`src/rtl/mips_int_ctrl.sv`:
```
// Interrupt controller for the single-cycle MIPS core: synchronizes, latches and
// prioritizes N_SRC lines into one registered request. Optional build macro: INTC_LEVEL_EN.
module mips_int_ctrl #(
  parameter int N_SRC = 8,
  parameter int ID_W  = 5
) (
  input  logic              i_clk,
  input  logic              i_rst_n,
  input  logic [N_SRC-1:0]  i_irq,
  input  logic              i_sel,
  input  logic              i_we,
  input  logic [1:0]        i_addr,
  input  logic [31:0]       i_wdata,
  output logic [31:0]       o_rdata,
  output logic              o_ext_int,
  input  logic              i_ack,
  input  logic              i_eoi,
  output logic [ID_W-1:0]   o_id
);

  typedef enum logic [1:0] {
    IDLE    = 2'b00,
    REQ     = 2'b01,
    SERVICE = 2'b10
  } state_t;

  state_t           state_r;
  logic [N_SRC-1:0] s1_r, s2_r, s3_r;
  logic [N_SRC-1:0] pend_r, mask_r;
  logic [ID_W-1:0]  isr_id_r;
  logic [N_SRC-1:0] edge_s, req_s, w1c_s, ack_clr_s, clr_s, pend_nxt_s;
  logic [ID_W-1:0]  win_id_s;
  logic             any_s, wr_s, rd_s, ack_take_s;
  logic [31:0]      pend_word_s, mask_word_s, id_word_s, stat_word_s, addr3_word_s, rd_word_s;
  logic             unused_s;

`ifdef INTC_LEVEL_EN
  logic [N_SRC-1:0] trig_r;
  logic [31:0]      trig_word_s;
`endif

  assign edge_s     = s2_r & ~s3_r;
  assign req_s      = pend_r & mask_r;
  assign any_s      = |req_s;
  assign wr_s       = i_sel & i_we;
  assign rd_s       = i_sel & ~i_we;
  assign ack_take_s = (state_r == REQ) & i_ack & any_s;
  assign w1c_s      = (wr_s && (i_addr == 2'd0)) ? i_wdata[N_SRC-1:0] : {N_SRC{1'b0}};
  assign ack_clr_s  = ack_take_s ? (N_SRC'(1'b1) << win_id_s) : {N_SRC{1'b0}};
  assign clr_s      = w1c_s | ack_clr_s;
  assign unused_s   = ^i_wdata;

`ifdef INTC_LEVEL_EN
  // Level sources track the synchronized line; a clear only knocks the bit down for one cycle.
  assign pend_nxt_s = (trig_r & s2_r & ~clr_s) | (~trig_r & ((pend_r & ~clr_s) | edge_s));
`else
  assign pend_nxt_s = (pend_r & ~clr_s) | edge_s;
`endif

  // Lowest-index pending-and-enabled source wins.
  always_comb begin
    win_id_s = {ID_W{1'b0}};
    for (int i = N_SRC - 1; i >= 0; i--) begin
      if (req_s[i]) begin
        win_id_s = ID_W'(i);
      end else begin
        win_id_s = win_id_s;
      end
    end
  end

  // Input synchronizers, edge-detect flop, pending and software-visible registers.
  always_ff @(posedge i_clk or negedge i_rst_n) begin
    if (!i_rst_n) begin
      s1_r   <= {N_SRC{1'b0}};
      s2_r   <= {N_SRC{1'b0}};
      s3_r   <= {N_SRC{1'b0}};
      pend_r <= {N_SRC{1'b0}};
      mask_r <= {N_SRC{1'b0}};
`ifdef INTC_LEVEL_EN
      trig_r <= {N_SRC{1'b0}};
`endif
    end else begin
      s1_r   <= i_irq;
      s2_r   <= s1_r;
      s3_r   <= s2_r;
      pend_r <= pend_nxt_s;
      if (wr_s && (i_addr == 2'd1)) begin
        mask_r <= i_wdata[N_SRC-1:0];
      end
`ifdef INTC_LEVEL_EN
      if (wr_s && (i_addr == 2'd3)) begin
        trig_r <= i_wdata[N_SRC-1:0];
      end
`endif
    end
  end

  // Request/service handshake with the core; request and ID outputs are registered here.
  always_ff @(posedge i_clk or negedge i_rst_n) begin
    if (!i_rst_n) begin
      state_r   <= IDLE;
      o_ext_int <= 1'b0;
      o_id      <= {ID_W{1'b0}};
      isr_id_r  <= {ID_W{1'b0}};
    end else begin
      case (state_r)
        IDLE: begin
          if (any_s) begin
            state_r   <= REQ;
            o_ext_int <= 1'b1;
          end
        end
        REQ: begin
          if (ack_take_s) begin
            isr_id_r  <= win_id_s;
            o_id      <= win_id_s;
            o_ext_int <= 1'b0;
            state_r   <= SERVICE;
          end else if (!any_s) begin
            // Software cleared or masked the request before the core took it.
            o_ext_int <= 1'b0;
            state_r   <= IDLE;
          end
        end
        SERVICE: begin
          o_ext_int <= 1'b0;
          if (i_eoi) begin
            state_r <= IDLE;
          end
        end
        default: begin
          o_ext_int <= 1'b0;
          state_r   <= IDLE;
        end
      endcase
    end
  end

  // Register read mux; unimplemented upper bits read as zero.
  always_comb begin
    pend_word_s              = 32'd0;
    mask_word_s              = 32'd0;
    id_word_s                = 32'd0;
    stat_word_s              = 32'd0;
    pend_word_s[N_SRC-1:0]   = pend_r;
    mask_word_s[N_SRC-1:0]   = mask_r;
    id_word_s[31]            = any_s;
    id_word_s[ID_W-1:0]      = win_id_s;
    stat_word_s[1:0]         = state_r;
    stat_word_s[ID_W+7:8]    = isr_id_r;
`ifdef INTC_LEVEL_EN
    trig_word_s              = 32'd0;
    trig_word_s[N_SRC-1:0]   = trig_r;
    addr3_word_s             = {stat_word_s[15:0], 16'h0000} | trig_word_s;
`else
    addr3_word_s             = stat_word_s;
`endif
    case (i_addr)
      2'd0:    rd_word_s = pend_word_s;
      2'd1:    rd_word_s = mask_word_s;
      2'd2:    rd_word_s = id_word_s;
      2'd3:    rd_word_s = addr3_word_s;
      default: rd_word_s = 32'd0;
    endcase
    if (rd_s) begin
      o_rdata = rd_word_s;
    end else begin
      o_rdata = 32'd0;
    end
  end

endmodule

```
`config.mk`:
```
export PLATFORM = sky130hd
export DESIGN_NAME = mips_int_ctrl
export DESIGN_NICKNAME = d
export VERILOG_FILES = /design/src/rtl/mips_int_ctrl.sv
export SDC_FILE = /design/constraint.sdc
export NUM_CORES = 1
export LEC_CHECK = 0
export ABC_AREA = 1
export BUFFER_PORTS_ARGS = -buffer_cell sky130_fd_sc_hd__buf_2
export CAP_MARGIN = 20
export CORE_MARGIN = 2
export CORE_UTILIZATION = 43
export DETAILED_ROUTE_END_ITERATION = 16
export PLACE_DENSITY_LB_ADDON = 0.12
export SYNTH_ARGS = -nofsm -noshare
export SYNTH_HDL_FRONTEND = slang
export SYNTH_SLANG_ARGS = --single-unit
export TNS_END_PERCENT = 30
```
`constraint.sdc`:
```
create_clock -name i_clk -period 1.15 [get_ports i_clk]
set_input_delay 0.23 -clock i_clk [delete_from_list [all_inputs] [get_ports i_clk]]
set_output_delay 0.23 -clock i_clk [all_outputs]
set_load 0.01 [all_outputs]
```
Word level (Yosys, flattened, before mapping)
Cells that the tools add are included.

Word-level logic and storage cells: 58. Bits of input ports: 48. Register bits after elaboration: 48. Output and inout port bits: 38.

Muxes and demuxes: 21. Equal/unequal tests: 8. Shift-type cells: 1. Bitwise operators: 12. Reduce and logical (&&, ||, !) cells: 8.

Operators with widths (count): 32-bit one-hot mux with 4 select lines (1); 32-bit two-way mux (1); 5-bit two-way mux (5); 8-bit bitwise AND (3); 8-bit two-way mux (2); 8-bit inverter (2); 8-bit bitwise OR (2); 3-bit two-way mux (3); 2-bit two-way mux (4); 8-bit OR reduction (1); 1-bit by 5-bit left shift with 8-bit output, first input constant (1); 2-bit == test, second input constant (3); 2-bit one-hot mux with 3 select lines (1); 1-bit bitwise AND (4); 2-bit by 1-bit == test with 1-bit output, second input constant (2); 2-bit logical NOT (2); 2-bit inequality test, second input constant (2); 2-bit AND reduction (2); 1-bit two-way mux (3); 3-bit inequality test, second input constant (1); 3-bit AND reduction (1); 1-bit logical AND (2); 1-bit one-hot mux with 2 select lines (1); 1-bit inverter (1).

Logic depth before layout (Yosys ltp)
Gate-level depths: netlist (run 1).

Depth after elaboration: 15. Gate-level depth with buffers: 12. Mapped depth without buffers: 12.

Least setup slack after synthesis (run 1)
Ideal clock, no wire load.

Path kind: reg2out. Start: reg pend_r[5]. End: out o_rdata[1]. Stages on the path, launching flop included: 8. Required time: 920 ps. Buffers on the path: 0. Setup slack: -187 ps. Arrival: 1107 ps. Path through: dfrtp_1 -> nand2_1 -> nand2_1 -> o21bai_2 -> nand2_2 -> inv_2 -> nand2_1 -> a21oi_1.

Word-level cells in the longest chain between the ends: 9.

RTL lines: start, declared (RTL line 29) `logic [N_SRC-1:0] pend_r, mask_r;`; start signal, assigned (RTL line 78) `pend_r <= {N_SRC{1'b0}};`; start signal, assigned (RTL line 87) `pend_r <= pend_nxt_s;`; 8-bit bitwise AND (RTL line 43) `assign req_s = pend_r & mask_r;`; 3-bit two-way mux (RTL line 64) `if (req_s[i]) begin`; 5-bit two-way mux (5 in a row) (RTL line 64); 32-bit one-hot mux with 4 select lines (RTL line 159) `case (i_addr)`; 32-bit two-way mux (RTL line 166) `if (rd_s) begin`; end, declared (RTL line 14) `output logic [31:0] o_rdata,`.

No other way between the ends. The select of a mux whose other input is x is not followed.

Worst setup path in the final report (run 1)
Same ends and word-level chain as after synthesis.

==> results of run 1 <==
-- state kept, by name, summed over array words and instances, names as in the netlist --
name	count
isr_id_r	3
mask_r	8
o_ext_int	1
pend_r	8
s1_r	8
s2_r	8
s3_r	8
state_r	2
-- layout make-up --
type	count	area (sq um)
clock buffers	5	68.8
clock inverters	3	18.8
fillers	451	1760
inverters	34	130
multi-input cells	158	965
flip-flops and latches	46	1150
well taps	67	83.8
repair buffers	88	613
-- cell families (layout without fill, tap and decap cells) --
family / after synthesis / count (layout) / synth area share
AND/OR/NAND/NOR: 103 / 103 / 0.223
AO/OA/AOI/OAI: 31 / 31 / 0.0912
other: 1 / 22 / 0.00173
buffers and inverters: 57 / 130 / 0.139
flip-flops: 46 / 46 / 0.531
multiplexers: 2 / 2 / 0.0139
-- timing repair --
item	in CTS	in global routing
setup buffers	5	7
resized for setup	19	30
hold endpoints to repair	10	0
hold buffers	1	0
pin swaps	14	18
setup endpoints to repair	25	26
-- report_power, final --
part,leakage [nW],total (W),internal (W),switching (W)
Sequential,0.531,0.00207,0.00189,0.000185
Combinational,0.975,0.00226,0.00106,0.00120
Clock,0.0483,0.000988,0.000428,0.000560
-- per-stage QoR --
step	area [sq um]	hold WS, ps	cells	setup TNS [ps]
floorplan	2280	-65.6	261	-603
global placement	2690	128	381	-4630
detailed placement	2690	132	381	-4830
CTS	2880	20.4	395	-5490
global route	3030	17.2	401	-8680
finish	3030	27.5	401	-6650
-- cells in the final DEF (no fill, tap or decap), types with 7 or more instances in the layout --
cell type,synthesis,final
a21oi_2,0,7
buf_2,0,39
buf_4,23,40
conb_1,1,22
dfrtp_1,46,46
inv_1,28,23
inv_2,5,9
nand2_1,70,50
nand2_2,4,20
-- routing by layer --
| layer | routed length (um) | vias to the layer above | GRT usage |
|---|---|---|---|
| met1 | 2060 | 850 | 0.225 |
| met2 | 2430 | 54 | 0.316 |
| li1 | - | 905 | - |
| met4 | 84 | 0 | 0.0595 |
| met3 | 252 | 9 | 0.0321 |
| met5 | 0 | - | 0 |
-- worst max-delay path by stage --
stage / start / end / slack, ps
5_1_grt: pend_r[7] / o_rdata[0] / -660
3_3_place_gp: i_we / o_rdata[2] / -240
6_report: pend_r[5] / o_rdata[1] / -560
4_1_cts: pend_r[6] / o_rdata[1] / -550
2_1_floorplan: mask_r[7] / o_rdata[1] / -120
3_5_place_dp: mask_r[6] / o_rdata[0] / -260
==> impl_metrics.tcl, run 1 <==
set metrics [dict create \
    first_pass_iters 4 \
    rows 25 \
    cts_htree_levels 2 \
    hpwl_um 3480 \
    syn_area_per_cell_sq_um 9.03 \
    synth_top_cell_area_share 0.531 \
    fmax_ghz 0.584 \
    hold_violations 0 \
    die_x_um 75.0 \
    endpoint_kind "primary output" \
    ys_types 26 \
    hold_class "primary input to flop" \
    drt_wl_total_um 4830 \
    postSynthCellCount 240 \
    synth_largest_area_cell "dfrtp_1" \
    crit_required_ps 920 \
    finalPower_w 0.00532 \
    cts_root_buf "clkbuf_8" \
    synth_area_leaders "dfrtp_1, nand2_1, buf_4, inv_1, nor2_4" \
    min_from "i_irq[6]" \
    run_status "finished with violations" \
    cts_made_buffers 5 \
    fin_crit_sh 1.49 \
    path_delay_family "flip-flops" \
    worst_ep_arrival_time_ps 1480 \
    drt_iter0_markers 85 \
    drc 0 \
    area_delta_synth_final_pct 39.8 \
    grt_max_degree 37 \
    crit_top_cell "nand2_2" \
    final_core_util 0.633 \
    grt_pass1_wl_um 7540 \
    place_ws_ps -260 \
    fin_ws_ps -563 \
    critical_path.slowest_cell "dfrtp_1" \
    grt_pass1_vias 1711 \
    setup_viol 25 \
    avgRoutedWirePerCell_um 12.1 \
    syn_area_sq_um 2170 \
    p_per_area_nw_per_um2 1760 \
    layout-drive-gt1-share 0.488 \
    whs_endpoint "s1_r[6]" \
    ys_warn_count 0 \
    r2r_slack_ps -380 \
    portBuffers 39 \
    peakVddDrop_mv 1.16 \
    cpPeakStageDelay_ps 410 \
    synthFlopType "dfrtp_1" \
    whs_path_depth 1 \
    path_clk_slew_ps 90 \
    drv_slew 0 \
    clock_skew_ps 5.96 \
    clock_latency_ps 300 \
    clock_tree.buffer_depth 2 \
    gr-usage-all-layers 0.180 \
    yosysSeqAreaShare 0.531 \
    violations "setup timing" \
    synth-seq-cells 46 \
    synthTopCellsByCount "nand2_1, dfrtp_1, inv_1, buf_4, nand3_1" \
    async_flop_share 1.00 \
    die_area_sq_um 5620 \
    critical_path_depth 8 \
    postRouteAntennaNets 0 \
    vias 1818 \
    reg2reg_to "pend_r[4]" \
    grt_overflow 0 \
    synth.most_common_cell "nand2_1" \
    path_max_fanout 3 \
    diodes 0 \
    tritoncts "built" \
    rr_worst_depth 14 \
    antenna_found_initial 0 \
    max_cap_violations 0 \
    start_util 0.453 \
    rsz0062_at_grt "yes" \
    finalNetCount 381 \
    path_cells "nand2_2 > nand2_2 > o21bai_4 > nand2_4 > inv_2 > nand2_2 > a21oi_2 > buf_2" \
    clock_sinks 46 \
    fp.coreArea_sq_um 4790 \
    io-pin-count 86 \
    cp-start-kind "flop" \
    gp_congestion 0.814 \
    fin_crit_ps 1710 \
    critical_path_class "flop to primary output" \
    viasPerCell 4.53 \
    p_leak_nw 1.55 \
    worstReg2RegStart "mask_r[7]" \
    fp.dieH_um 75.0 \
    path_buf_inv 2 \
    synth_edf_count 0 \
]
(Power assumes the default switching activity.)
==> run 2, diff against run 1 <==
- BUFFER_PORTS_ARGS: -buffer_cell sky130_fd_sc_hd__buf_2 -> -buffer_cell sky130_fd_sc_hd__buf_4
==> impl_metrics.tcl, run 2 (same netlist as run 1, synthesis figures left out) <==
set metrics [dict create \
    run_status "finished with violations" \
    violations "setup timing" \
    cp-start-kind "flop" \
    grt_pass1_vias 1702 \
    cts_htree_levels 2 \
    final_cell_mix "buf_4, nand2_1, dfrtp_1" \
    viasPerCell 4.53 \
    area_delta_synth_final_pct 41.6 \
    worst_ep_arrival_time_ps 1480 \
    layout-drive-gt1-share 0.448 \
    crit_start "pend_r[5]" \
    finalNetCount 377 \
    die_area_sq_um 5620 \
    path_clk_slew_ps 90 \
    p_seq_frac 0.386 \
    vias 1798 \
    crit_end "o_rdata[2]" \
    fmax_ghz 0.586 \
    swShare 0.343 \
    fp.dieH_um 75.0 \
    reg2reg_to "pend_r[5]" \
    drc 0 \
    cts_made_buffers 5 \
    endpoint_kind "primary output" \
    portBuffers 39 \
    path_cells "nand2_2 > nand2_2 > inv_1 > nand2_2 > nand3_2 > a31oi_2 > buf_4" \
    crit_top_cell "nand2_2" \
    hold_violations 0 \
    rr_worst_depth 9 \
    p_switching_w 0.00184 \
    layout_commonest_cell "buf_4" \
    cpPeakStageDelay_ps 400 \
    diodes 0 \
    rows 25 \
    fp.coreArea_sq_um 4790 \
    hpwl_um 3520 \
    io-pin-count 86 \
    drt_iter0_markers 85 \
    placed_area_sq_um 2800 \
    path_max_fanout 3 \
    tritoncts "built" \
    fin_crit_sh 1.48 \
    r2r_slack_ps -300 \
    stdcell_area_sq_um 3070 \
    clock_sinks 46 \
    cts_root_buf "clkbuf_8" \
    grt_overflow 0 \
    fin_crit_ps 1710 \
    p_per_area_nw_per_um2 1750 \
    fin_ws_ps -557 \
    die_x_um 75.0 \
    hold_class "primary input to flop" \
    antenna_found_initial 0 \
    p_clk_frac 0.224 \
    crit_required_ps 920 \
    critical_path_class "flop to primary output" \
    critical_path.slowest_cell "dfrtp_1" \
    worstReg2RegStart "mask_r[0]" \
    p_leak_nw 1.55 \
    grt_max_degree 35 \
    clock_latency_ps 300 \
    gp_congestion 0.860 \
    peakVddDrop_mv 1.06 \
    rsz0062_at_grt "yes" \
    first_pass_iters 4 \
    drt_wl_total_um 4770 \
    drv_slew 0 \
    grt_pass1_wl_um 7530 \
    p_int_w 0.00354 \
    postRouteAntennaNets 0 \
    pwr-share-comb 0.390 \
    start_util 0.453 \
    avgRoutedWirePerCell_um 12.0 \
    clock_skew_ps 11.7 \
    clock_tree.buffer_depth 2 \
    max_cap_violations 0 \
    gr-usage-all-layers 0.180 \
    final_core_util 0.641 \
    setup_viol 26 \
]
run 2: per-layer routing:
| layer | GRT usage | wire length (um) |
|---|---|---|
| met5 | 0 | 0 |
| met4 | 0.0575 | 58 |
| met1 | 0.220 | 2110 |
| met3 | 0.0415 | 232 |
| met2 | 0.316 | 2370 |
run 2: cell type report:
cell class | count | area (sq um)
Clock buffer | 6 | 72.6
Clock inverter | 2 | 37.5
Fill cell | 429 | 1720
Inverter | 34 | 130
Multi-Input combinational cell | 158 | 925
Sequential cell | 46 | 1150
Tap cell | 67 | 83.8
Timing Repair Buffer | 84 | 669
run 2: how the worst min path moves through the flow:
| stage | from | to | cells after the start |
|---|---|---|---|
| 2_1_floorplan | i_rst_n | isr_id_r[0] | 0 |
| 3_3_place_gp | i_rst_n | s1_r[6] | 1 |
| 3_5_place_dp | i_rst_n | s2_r[6] | 1 |
| 4_1_cts | i_irq[2] | s1_r[2] | 1 |
| 5_1_grt | i_irq[5] | s1_r[5] | 1 |
| 6_report | i_irq[6] | s1_r[6] | 1 |
run 2: power by group through the flow:
| stage | logic [W] | registers, W | clock network (W) |
|---|---|---|---|
| 4_1_cts | 0.00202 | 0.00207 | 0.00124 |
| 6_report | 0.00210 | 0.00208 | 0.00120 |
| 2_1_floorplan | 0.00102 | 0.00211 | 0 |
| 3_5_place_dp | 0.00184 | 0.00209 | 0 |
| 5_1_grt | 0.00234 | 0.00211 | 0.00129 |
| 3_3_place_gp | 0.00182 | 0.00209 | 0 |
run 2: repair_timing:
item,4_1_cts,5_1_grt
pin swaps,19,8
buffers inserted,5,1
hold endpoints to repair,12,0
hold buffers,1,0
gates resized for setup,20,14
endpoints found under the setup margin,25,26
run 2: stage by stage:
step	setup slack, ps	instances	hold slack (ps)	power (W)	TNS (ps)
after floorplan	-118	261	-65.6	0.00313	-603
after global placement	-240	383	93.0	0.00391	-5330
after detailed placement	-251	383	94.6	0.00393	-5430
after CTS	-543	397	28.8	0.00533	-5880
after global routing	-668	397	19.9	0.00574	-8480
final	-557	397	33.3	0.00538	-6170
run 2: worst max-delay path, delay by kind of cell (launching register included):
kind | cells | cell delay (ps)
DFF | 1 | 400
and+or+nand+nor | 4 | 370
buffers and inverters | 2 | 240
AOI/OAI and AO/OA | 1 | 160
